$ cat src/rtl/beep_pattern_player.sv
// beep_pattern_player
//   Plays one of N_PAT stored on/off patterns on a buzzer output.
//   Each pattern has PAT_LEN steps of STEP_CYCLES clocks. The whole pattern
//   is played repeat_n+1 times. In tone mode the "on" steps are gated with a
//   square wave of half-period TONE_HALF clocks.
// Ports
//   clk, rst      : clock, synchronous active-high reset
//   en            : sound enable; dropping it aborts a play (no done)
//   mute          : silences beep_out without disturbing sequencing
//   start         : one-cycle play request (also retriggers while playing)
//   pat_sel       : pattern index; indices >= N_PAT play silence
//   repeat_n      : extra plays after the first
//   tone_mode     : 0 = level output, 1 = gated square tone
//   beep_out      : registered buzzer drive (lags state/step by one clock)
//   busy          : high while playing
//   done          : one-cycle pulse when a play completes normally
module beep_pattern_player #(
   parameter int PAT_LEN     = 8,
   parameter int N_PAT       = 4,
   parameter int SEL_W       = 2,
   parameter logic [N_PAT*PAT_LEN-1:0] PATTERNS = {8'h00, 8'h00, 8'h88, 8'h55},
   parameter int STEP_CYCLES = 12500000,
   parameter int TONE_HALF   = 12500,
   parameter int REP_W       = 4
) (
   input  logic             clk,
   input  logic             rst,
   input  logic             en,
   input  logic             mute,
   input  logic             start,
   input  logic [SEL_W-1:0] pat_sel,
   input  logic [REP_W-1:0] repeat_n,
   input  logic             tone_mode,
   output logic             beep_out,
   output logic             busy,
   output logic             done
);

   localparam int SC_W   = (STEP_CYCLES > 1) ? $clog2(STEP_CYCLES) : 1;
   localparam int TC_W   = (TONE_HALF > 1) ? $clog2(TONE_HALF) : 1;
   localparam int STEP_W = (PAT_LEN > 1) ? $clog2(PAT_LEN) : 1;

   localparam logic [SC_W-1:0]   SC_LAST   = SC_W'(STEP_CYCLES - 1);
   localparam logic [TC_W-1:0]   TC_LAST   = TC_W'(TONE_HALF - 1);
   localparam logic [STEP_W-1:0] STEP_LAST = STEP_W'(PAT_LEN - 1);

   typedef enum logic {IDLE = 1'b0, PLAY = 1'b1} state_t;

   state_t             state_q, state_d;
   logic [SEL_W-1:0]   sel_q, sel_d;
   logic [REP_W-1:0]   rep_n_q, rep_n_d;
   logic               tone_mode_q, tone_mode_d;
   logic [STEP_W-1:0]  step_q, step_d;
   logic [SC_W-1:0]    step_cnt_q, step_cnt_d;
   logic [REP_W-1:0]   rep_q, rep_d;
   logic [TC_W-1:0]    tone_cnt_q, tone_cnt_d;
   logic               tone_phase_q, tone_phase_d;
   logic               beep_q, beep_d;
   logic               done_q, done_d;

   logic [PAT_LEN-1:0] pat_row;
   logic               pat_bit;

   // Row lookup; unmatched selects (>= N_PAT) leave the row all zero.
   always_comb begin
      pat_row = '0;
      for (int p = 0; p < N_PAT; p++) begin
         if (sel_q == SEL_W'(p)) pat_row = PATTERNS[p*PAT_LEN +: PAT_LEN];
      end
      pat_bit = pat_row[step_q];
   end

   always_comb begin
      state_d      = state_q;
      sel_d        = sel_q;
      rep_n_d      = rep_n_q;
      tone_mode_d  = tone_mode_q;
      step_d       = step_q;
      step_cnt_d   = step_cnt_q;
      rep_d        = rep_q;
      tone_cnt_d   = tone_cnt_q;
      tone_phase_d = tone_phase_q;
      done_d       = 1'b0;

      if (en && start) begin
         // Fresh start and retrigger share one path; retrigger wins over
         // a coincident final wrap, so no done is raised here.
         state_d      = PLAY;
         sel_d        = pat_sel;
         rep_n_d      = repeat_n;
         tone_mode_d  = tone_mode;
         step_d       = '0;
         step_cnt_d   = '0;
         rep_d        = '0;
         tone_cnt_d   = '0;
         tone_phase_d = 1'b0;
      end else if (state_q == PLAY) begin
         if (!en) begin
            state_d = IDLE;
         end else begin
            // Tone runs freely across step boundaries.
            if (tone_cnt_q == TC_LAST) begin
               tone_cnt_d   = '0;
               tone_phase_d = ~tone_phase_q;
            end else begin
               tone_cnt_d = tone_cnt_q + 1'b1;
            end

            if (step_cnt_q == SC_LAST) begin
               step_cnt_d = '0;
               if (step_q == STEP_LAST) begin
                  step_d = '0;
                  if (rep_q == rep_n_q) begin
                     state_d = IDLE;
                     done_d  = 1'b1;
                  end else begin
                     rep_d = rep_q + 1'b1;
                  end
               end else begin
                  step_d = step_q + 1'b1;
               end
            end else begin
               step_cnt_d = step_cnt_q + 1'b1;
            end
         end
      end

      // Output reflects the current state/step, hence one clock of lag.
      beep_d = (state_q == PLAY) & en & ~mute & pat_bit &
               (tone_mode_q ? tone_phase_q : 1'b1);
   end

   always_ff @(posedge clk) begin
      if (rst) begin
         state_q      <= IDLE;
         sel_q        <= '0;
         rep_n_q      <= '0;
         tone_mode_q  <= 1'b0;
         step_q       <= '0;
         step_cnt_q   <= '0;
         rep_q        <= '0;
         tone_cnt_q   <= '0;
         tone_phase_q <= 1'b0;
         beep_q       <= 1'b0;
         done_q       <= 1'b0;
      end else begin
         state_q      <= state_d;
         sel_q        <= sel_d;
         rep_n_q      <= rep_n_d;
         tone_mode_q  <= tone_mode_d;
         step_q       <= step_d;
         step_cnt_q   <= step_cnt_d;
         rep_q        <= rep_d;
         tone_cnt_q   <= tone_cnt_d;
         tone_phase_q <= tone_phase_d;
         beep_q       <= beep_d;
         done_q       <= done_d;
      end
   end

   assign beep_out = beep_q;
   assign busy     = (state_q == PLAY);
   assign done     = done_q;

endmodule

$ cat config.mk
export PLATFORM = sky130hd
export DESIGN_NAME = beep_pattern_player
export DESIGN_NICKNAME = d
export VERILOG_FILES = /design/src/rtl/beep_pattern_player.sv
export SDC_FILE = /design/constraint.sdc
export NUM_CORES = 1
export LEC_CHECK = 0
export ABC_AREA = 1
export BUFFER_PORTS_ARGS = -buffer_cell sky130_fd_sc_hd__buf_2
export CAP_MARGIN = 5
export CORE_ASPECT_RATIO = 2
export CORE_UTILIZATION = 45
export CTS_CLUSTER_DIAMETER = 80
export DETAILED_ROUTE_END_ITERATION = 16
export HOLD_SLACK_MARGIN = 0.15
export SETUP_SLACK_MARGIN = 0.2
export SLEW_MARGIN = 20
export SYNTH_ARGS = -nofsm -noshare
export SYNTH_HDL_FRONTEND = slang
export SYNTH_SLANG_ARGS = --single-unit
$ cat constraint.sdc
create_clock -name clk -period 3.5 [get_ports clk]
set_input_delay 0.35 -clock clk [delete_from_list [all_inputs] [get_ports clk]]
set_output_delay 0.35 -clock clk [all_outputs]
set_load 0.005 [all_outputs]
==> results.md, run 1 <==
* Area used by multi-input combinational logic at 0.00147 mm²
* Die Ht at 114 µm
* Slew at the pin closest to its max-slew limit at 0.501 ns
* Number of vias after detailed routing at 2420
* Share of the yosys chip area belonging to registers at 39.8%
* Total global-route track usage at 20.4%
* Detailed-route vias per instance at ~5.1
* RSZ-0062 raised after global routing: false
* Reg2Reg Setup Slack at between 1.5 and 2 ns
* Total number of nets in the final design at 424
* Design Area, Final at between 0.003 and 0.004 mm²
* Largest net degree at the start of global routing at 16
* Remaining antenna violation count at 0
* Fraction of layout instances using a drive strength above 1 at 14.0%
* Violation count after the first detailed-route iteration at 82
* Highest net fanout along the worst path at 11
* Synthesized-area fraction occupied by xor and xnor cells at under 10%
* Hold Path Origin: pat_sel[1]
* Routed wire length at a little under 6000 µm
* Instance count of the mapped netlist at 390
* Buffer type at the clock tree root: sky130_fd_sc_hd__clkbuf_16
* Async set-or-reset flop fraction in the synthesized netlist at 0%
* Final Non-Filler Cells at between 400 and 500
* Total of buffers placed on input and output ports at 14
* Max Root-Sink Buffers at 2
* Post-synthesis average cell area at 7.23 µm²
* Total Die Area at 0.00661 mm²
* Count of unresolved DRC violations after routing at 0
* Global-route wire length before repair at 10300 µm
* Run status: finished clean
* Number of optimization iterations in the first detailed-route pass at 4
* Initial antenna violation count at 0
* Final clock skew at approximately 0.0055 ns
* Most used DFF post-synth: sky130_fd_sc_hd__dfxtp_1
* Number of warnings issued by yosys at 0
* Syn Nets at 407
* Final-layout setup total negative slack at 0 ns
* Area share of the largest cell type after synthesis at 39.8%
* Diodes inserted at 0
* Setup CP Type: register to register
* Finish-stage setup viols at 0
* Launching point of the worst reg2reg path: step_cnt_q[0]$_SDFFE_PP0P_
* Cell type with the largest total area after synthesis: sky130_fd_sc_hd__dfxtp_1
* Clock slew at the register clock pins of the worst setup and hold paths at 0.07 ns
* Synth top cells by count: sky130_fd_sc_hd__nand2_1, sky130_fd_sc_hd__nor2_1, sky130_fd_sc_hd__dfxtp_1
* Inst Count DP at 463
* Std-Cell Core Area at 0.00601 mm²
* Half-perimeter wire length after placement at approximately 4600 µm
* Vias in the first global route at 2349
* Power per Cell Area at between 300 and 400 mW/mm²
* Count of different cell masters after synthesis at 33
* CP Capture Type: register
* Worst reg-to-reg path cell count at 8
* Main combinational cell family by area after synthesis: simple AND/OR/NAND/NOR gates
* Number of post-CTS setup repair buffers at 0
* Clock latency on the worst-skew pair at 0.29 ns
* Boundary pin count at 15
* Total power of the final layout at approximately 0.0012 W
* Initial core utilization at 47.0%
* Sequential Area at between 0.001 and 0.0015 mm²
* Routability-driven placement congestion ratio at 0.869
* TritonCTS clock tree: yes
* Category of the worst setup path launch point: register
* Final period utilization at 56.1%
* Multiplexer area fraction after synthesis at 0%
* Post-placement cell area at 0.00294 mm²
* Post-cts gate resize count at 0
* Peak supply drop at 421 µV
* Sinks on Clock Net at 56
* Critical path origin: step_cnt_q[0]$_SDFFE_PP0P_
* Synth area leaders: sky130_fd_sc_hd__dfxtp_1, sky130_fd_sc_hd__nand2_1, sky130_fd_sc_hd__nor2_1, sky130_fd_sc_hd__inv_1, sky130_fd_sc_hd__a21oi_1
* Global route total overflow at 0
* Number of clock buffers inserted by TritonCTS at 5
* Final worst path period need at 1.96 ns
* Synth Cell Area at 0.00282 mm²
* WP data required at around 3.7 ns
* Most frequent cell after synthesis: sky130_fd_sc_hd__nand2_1
* Reg-to-Reg End: step_cnt_q[12]$_SDFFE_PP0P_
* Post-CTS Hold Buffers at 0
* Standard-cell rows at 40
* Hold/Removal Path Class: input port to register
* Number of pins with negative max-slew slack in the final report at 0
* Post-synth EDFFs at 0
* Synthesized-area fraction occupied by adder cells at 2.22%
* H-Tree Level Count at 2
* Fraction of the mapped netlist area in compound gates at 9.58%
* Growth of design area from synthesis to finish at 9.49%
* Max_slew headroom at 66.4%
* Static power due to leakage at 1.18 nW
* Simple logic cell fraction of the synthesized area at 37.0%
* Max capacitance violation total at 0
* Endpoint arrival time on the critical path at 2.15 ns
* Endpoint of the worst hold-timing path: sel_q[1]$_SDFFE_PP0P_
* Highest clock rate at 0.509 GHz
* Number of filler instances in the final layout at between 600 and 700
* WL/cell at 12.6 µm
* Final Hold Fails at 0
* Flop and latch count out of synthesis at 56
* Cell count of the worst hold path at 3
* Die outline width at 58.0 µm
## cell families (layout without fill, tap and decap cells)
| family | after synthesis | count (layout) |
|---|---|---|
| and+or+nand+nor | 211 | 211 |
| DFF | 56 | 56 |
| buffers and inverters | 56 | 74 |
| AOI/OAI and AO/OA | 51 | 51 |
| xor gates and xnor gates | 11 | 11 |
| adders and majority gates | 5 | 5 |
## how the worst max path moves through the flow
stage / endpoint / slack, ns / depth (start not counted)
after floorplan: step_cnt_q[17]$_SDFFE_PP0P_ / 2.06 / 9
after global placement: step_cnt_q[17]$_SDFFE_PP0P_ / 1.41 / 8
after detailed placement: step_cnt_q[12]$_SDFFE_PP0P_ / 1.38 / 8
after CTS: step_cnt_q[16]$_SDFFE_PP0P_ / 1.51 / 8
after global routing: step_cnt_q[20]$_SDFFE_PP0P_ / 1.30 / 8
final: step_cnt_q[12]$_SDFFE_PP0P_ / 1.54 / 8
## where the power goes
group,switching [W],total (W),internal (W)
logic,0.0000397,0.0000595,0.0000198
registers,0.00000640,0.000652,0.000646
clock network,0.000215,0.000501,0.000286
## stage by stage
step	utilization [%]	hold WS, ns	worst slack [ns]
3_3_place_gp	49.0	0.442	1.41
4_1_cts	51.4	0.302	1.51
6_report	51.4	0.311	1.54
5_1_grt	51.4	0.321	1.30
3_5_place_dp	49.0	0.453	1.38
2_1_floorplan	-	0.419	2.06
## layout by cell type, fill, tap and decap left out, types with 6 or more instances in the layout
cell / instances
sky130_fd_sc_hd__nor3_1: 16
sky130_fd_sc_hd__nor2_2: 9
sky130_fd_sc_hd__nor2_1: 67
sky130_fd_sc_hd__nand3_1: 17
sky130_fd_sc_hd__a21oi_1: 24
sky130_fd_sc_hd__xor2_1: 9
sky130_fd_sc_hd__buf_2: 14
sky130_fd_sc_hd__nand4_1: 11
sky130_fd_sc_hd__dfxtp_1: 56
sky130_fd_sc_hd__inv_2: 6
sky130_fd_sc_hd__nand2_1: 69
sky130_fd_sc_hd__o21ai_0: 17
sky130_fd_sc_hd__inv_1: 45
## final cells by class
type / count / area share (%)
multi-input cells: 278 / 47.7
flip-flops and latches: 56 / 36.3
inverters: 52 / 6.40
clock buffers: 8 / 4.74
well taps: 63 / 2.55
repair buffers: 14 / 2.27
## registers in the layout (all words and copies together), names as in the netlist, 2 cells and up
name / flops
rep_n_q: 4
sel_q: 2
tone_cnt_q: 14
step_q: 3
rep_q: 4
step_cnt_q: 24
## critical path, cell delays in order (launching register included)
cell and delay, ns:
sky130_fd_sc_hd__dfxtp_1 0.38, sky130_fd_sc_hd__ha_1 0.23, sky130_fd_sc_hd__nand3_4 0.12, sky130_fd_sc_hd__nor2_2 0.19
sky130_fd_sc_hd__nand4_1 0.11, sky130_fd_sc_hd__nand2_1 0.35, sky130_fd_sc_hd__inv_1 0.28, sky130_fd_sc_hd__o21ai_0 0.14
sky130_fd_sc_hd__a21oi_1 0.05
## routing by layer
metal	global-route usage (%)	wire length, µm
met2	38.2	3300
met3	3.51	134
met1	20.6	2260
met5	0	0
met4	10.8	219
(Power assumes the default switching activity.)
==> inputs of run 2 (changes only) <==
==> constraint.sdc (replaced) <==
create_clock -name clk -period 1.76 [get_ports clk]
set_input_delay 0.176 -clock clk [delete_from_list [all_inputs] [get_ports clk]]
set_output_delay 0.176 -clock clk [all_outputs]
set_load 0.005 [all_outputs]
==> results.md, run 2 (synthesized netlist as in run 1, its figures left out) <==
* Reg-to-Reg End: rep_q[0]$_SDFFE_PP0P_
* Total number of nets in the final design at 442
* Power per Cell Area at 738 mW/mm²
* Fraction of layout instances using a drive strength above 1 at around 22%
* Total Die Area at 0.00661 mm²
* Commonest cells after routing, fill and taps aside: sky130_fd_sc_hd__nand2_1, sky130_fd_sc_hd__nor2_1, sky130_fd_sc_hd__dfxtp_1, sky130_fd_sc_hd__inv_1, sky130_fd_sc_hd__a21oi_1
* Count of unresolved DRC violations after routing at 0
* Final-layout setup total negative slack at 0 ns
* Reg2Reg Setup Slack at 0.28 ns
* RSZ-0062 raised after global routing: true
* Vias in the first global route at roughly 2400
* Most flops, register: step_cnt_q
* Die Ht at 114 µm
* Routability-driven placement congestion ratio at 0.906
* Violation count after the first detailed-route iteration at 87
* Clock latency on the worst-skew pair at 0.29 ns
* Peak supply drop at 702 µV
* TritonCTS clock tree: yes
* Number of filler instances in the final layout at 577
* Die outline width at just under 60 µm
* Total global-route track usage at between 20% and 30%
* Buffer type at the clock tree root: sky130_fd_sc_hd__clkbuf_16
* Routed wire length at 6270 µm
* Remaining antenna violation count at 0
* Max capacitance violation total at 0
* Worst reg-to-reg path cell count at 8
* Max Root-Sink Buffers at 2
* Total power of the final layout at ~0.0024 W
* Run status: finished clean
* Std-Cell Core Area at 0.00601 mm²
* Slew at the pin closest to its max-slew limit at 0.322 ns
* Final hold slack at 0.150 ns
* Hold/Removal Path Class: input port to register
* Finish-stage setup viols at 0
* Launching point of the worst reg2reg path: step_cnt_q[0]$_SDFFE_PP0P_
* Number of vias after detailed routing at around 2500
* Boundary pin count at 15
* Final worst path period need at 1.48 ns
* Hold Path Origin: repeat_n[3]
* Max reg flops at 24
* Initial antenna violation count at 0
* Detailed-route vias per instance at between 5 and 6
* Most common library cell in the layout ignoring fill and taps: sky130_fd_sc_hd__nand2_1
* Cell count of the worst hold path at 3
* Highest clock rate at slightly below 0.7 GHz
* Max_slew headroom at 78.3%
* Sinks on Clock Net at 56
* Growth of design area from synthesis to finish at 17.5%
* Endpoint of the worst hold-timing path: rep_n_q[3]$_SDFFE_PP0P_
* Half-perimeter wire length after placement at 4670 µm
* CP Capture Type: register
* Standard-cell rows at 40
* Category of the worst setup path launch point: register
* Endpoint arrival time on the critical path at 1.70 ns
* Registers with the highest flip-flop counts: step_cnt_q (24), tone_cnt_q (14)
* Total of buffers placed on input and output ports at 14
* Final clock skew at slightly above 0.005 ns
* Largest net degree at the start of global routing at 16
* WL/cell at 12.8 µm
* Number of pins with negative max-slew slack in the final report at 0
* Global route total overflow at 0
* Global-route wire length before repair at ~11000 µm
* Final Hold Fails at 0
* Static power due to leakage at 1.27 nW
* Diodes inserted at 0
* Setup CP Type: register to register
* WP data required at 1.98 ns
* Number of clock buffers inserted by TritonCTS at 5
* Utilization after layout at 55.2%
* H-Tree Level Count at 2
* Initial core utilization at roughly 47%
* Final period utilization at between 80% and 90%
* Highest net fanout along the worst path at 6
* Number of optimization iterations in the first detailed-route pass at 4
* Clock slew at the register clock pins of the worst setup and hold paths at approximately 0.07 ns
-- run 2: changes by cell type in the layout (fill, tap and decap cells not counted), sizes merged --
cell	delta
dlygate4sd3	+4
buf	+13
nor2	+1
-- run 2: worst max-delay path by stage --
stage                                          start  cells after the start                     endpoint  slack, ns
after global placement    step_cnt_q[0]$_SDFFE_PP0P_                      8  step_cnt_q[16]$_SDFFE_PP0P_       0.17
final                     step_cnt_q[0]$_SDFFE_PP0P_                      8        rep_q[0]$_SDFFE_PP0P_       0.28
after CTS                 step_cnt_q[0]$_SDFFE_PP0P_                      9  step_cnt_q[16]$_SDFFE_PP0P_       0.21
after global routing                 busy$_SDFF_PP0_                      9  tone_cnt_q[12]$_SDFFE_PP0P_       0.18
after detailed placement  step_cnt_q[0]$_SDFFE_PP0P_                      8  step_cnt_q[12]$_SDFFE_PP0P_       0.11
after floorplan           step_cnt_q[0]$_SDFFE_PP0P_                      9  step_cnt_q[17]$_SDFFE_PP0P_       0.32
-- run 2: area by class of cell --
| class | instances | area (µm²) | share of cell area, % |
|---|---|---|---|
| tap | 63 | 78.8 | 2.38 |
| multi-input combinational | 279 | 1540 | 46.5 |
| inverter | 52 | 203 | 6.12 |
| timing repair buffer | 31 | 208 | 6.27 |
| sequential | 56 | 1140 | 34.3 |
| clock buffer | 8 | 146 | 4.42 |
-- run 2: stage by stage --
step                      cells  setup WS, ns  area, µm²
after detailed placement    468         0.107       2980
final                       489         0.281       3310
after CTS                   480         0.207       3190
after global routing        489         0.182       3310
after global placement      468         0.168       2980
after floorplan             390         0.320       2820
-- run 2: power breakdown --
group          switching, W  internal [W]  total, W
registers         0.0000134       0.00128   0.00130
clock network      0.000438      0.000569   0.00101
logic             0.0000864     0.0000555  0.000142
-- run 2: critical path, stage by stage (launching register included) --
cell and delay [ns]:
sky130_fd_sc_hd__dfxtp_4 0.37, sky130_fd_sc_hd__ha_4 0.15, sky130_fd_sc_hd__nand3_4 0.11, sky130_fd_sc_hd__nor2_4 0.13
sky130_fd_sc_hd__nand3_4 0.11, sky130_fd_sc_hd__nor2_8 0.17, sky130_fd_sc_hd__buf_4 0.15, sky130_fd_sc_hd__nand4_1 0.07
sky130_fd_sc_hd__a21oi_1 0.14
-- run 2: layer usage --
| metal | up-vias | part of all wire, % | global-route usage, % |
|---|---|---|---|
| met5 | - | 0 | 0 |
| met4 | 0 | 4.4 | 12.1 |
| met3 | 19 | 2.4 | 3.40 |
| met2 | 43 | 55 | 39.0 |
| met1 | 1130 | 39 | 20.5 |
| li1 | 1324 | - | - |
-- run 2: repair_timing --
action                                  CTS  global route
resized for setup                         7            26
hold buffers                              4             0
cloned                                    0             1
endpoints found under the setup margin   14            35
endpoints found under the hold margin     4             0
pin swaps                                 0             6
buffers inserted                          0             8
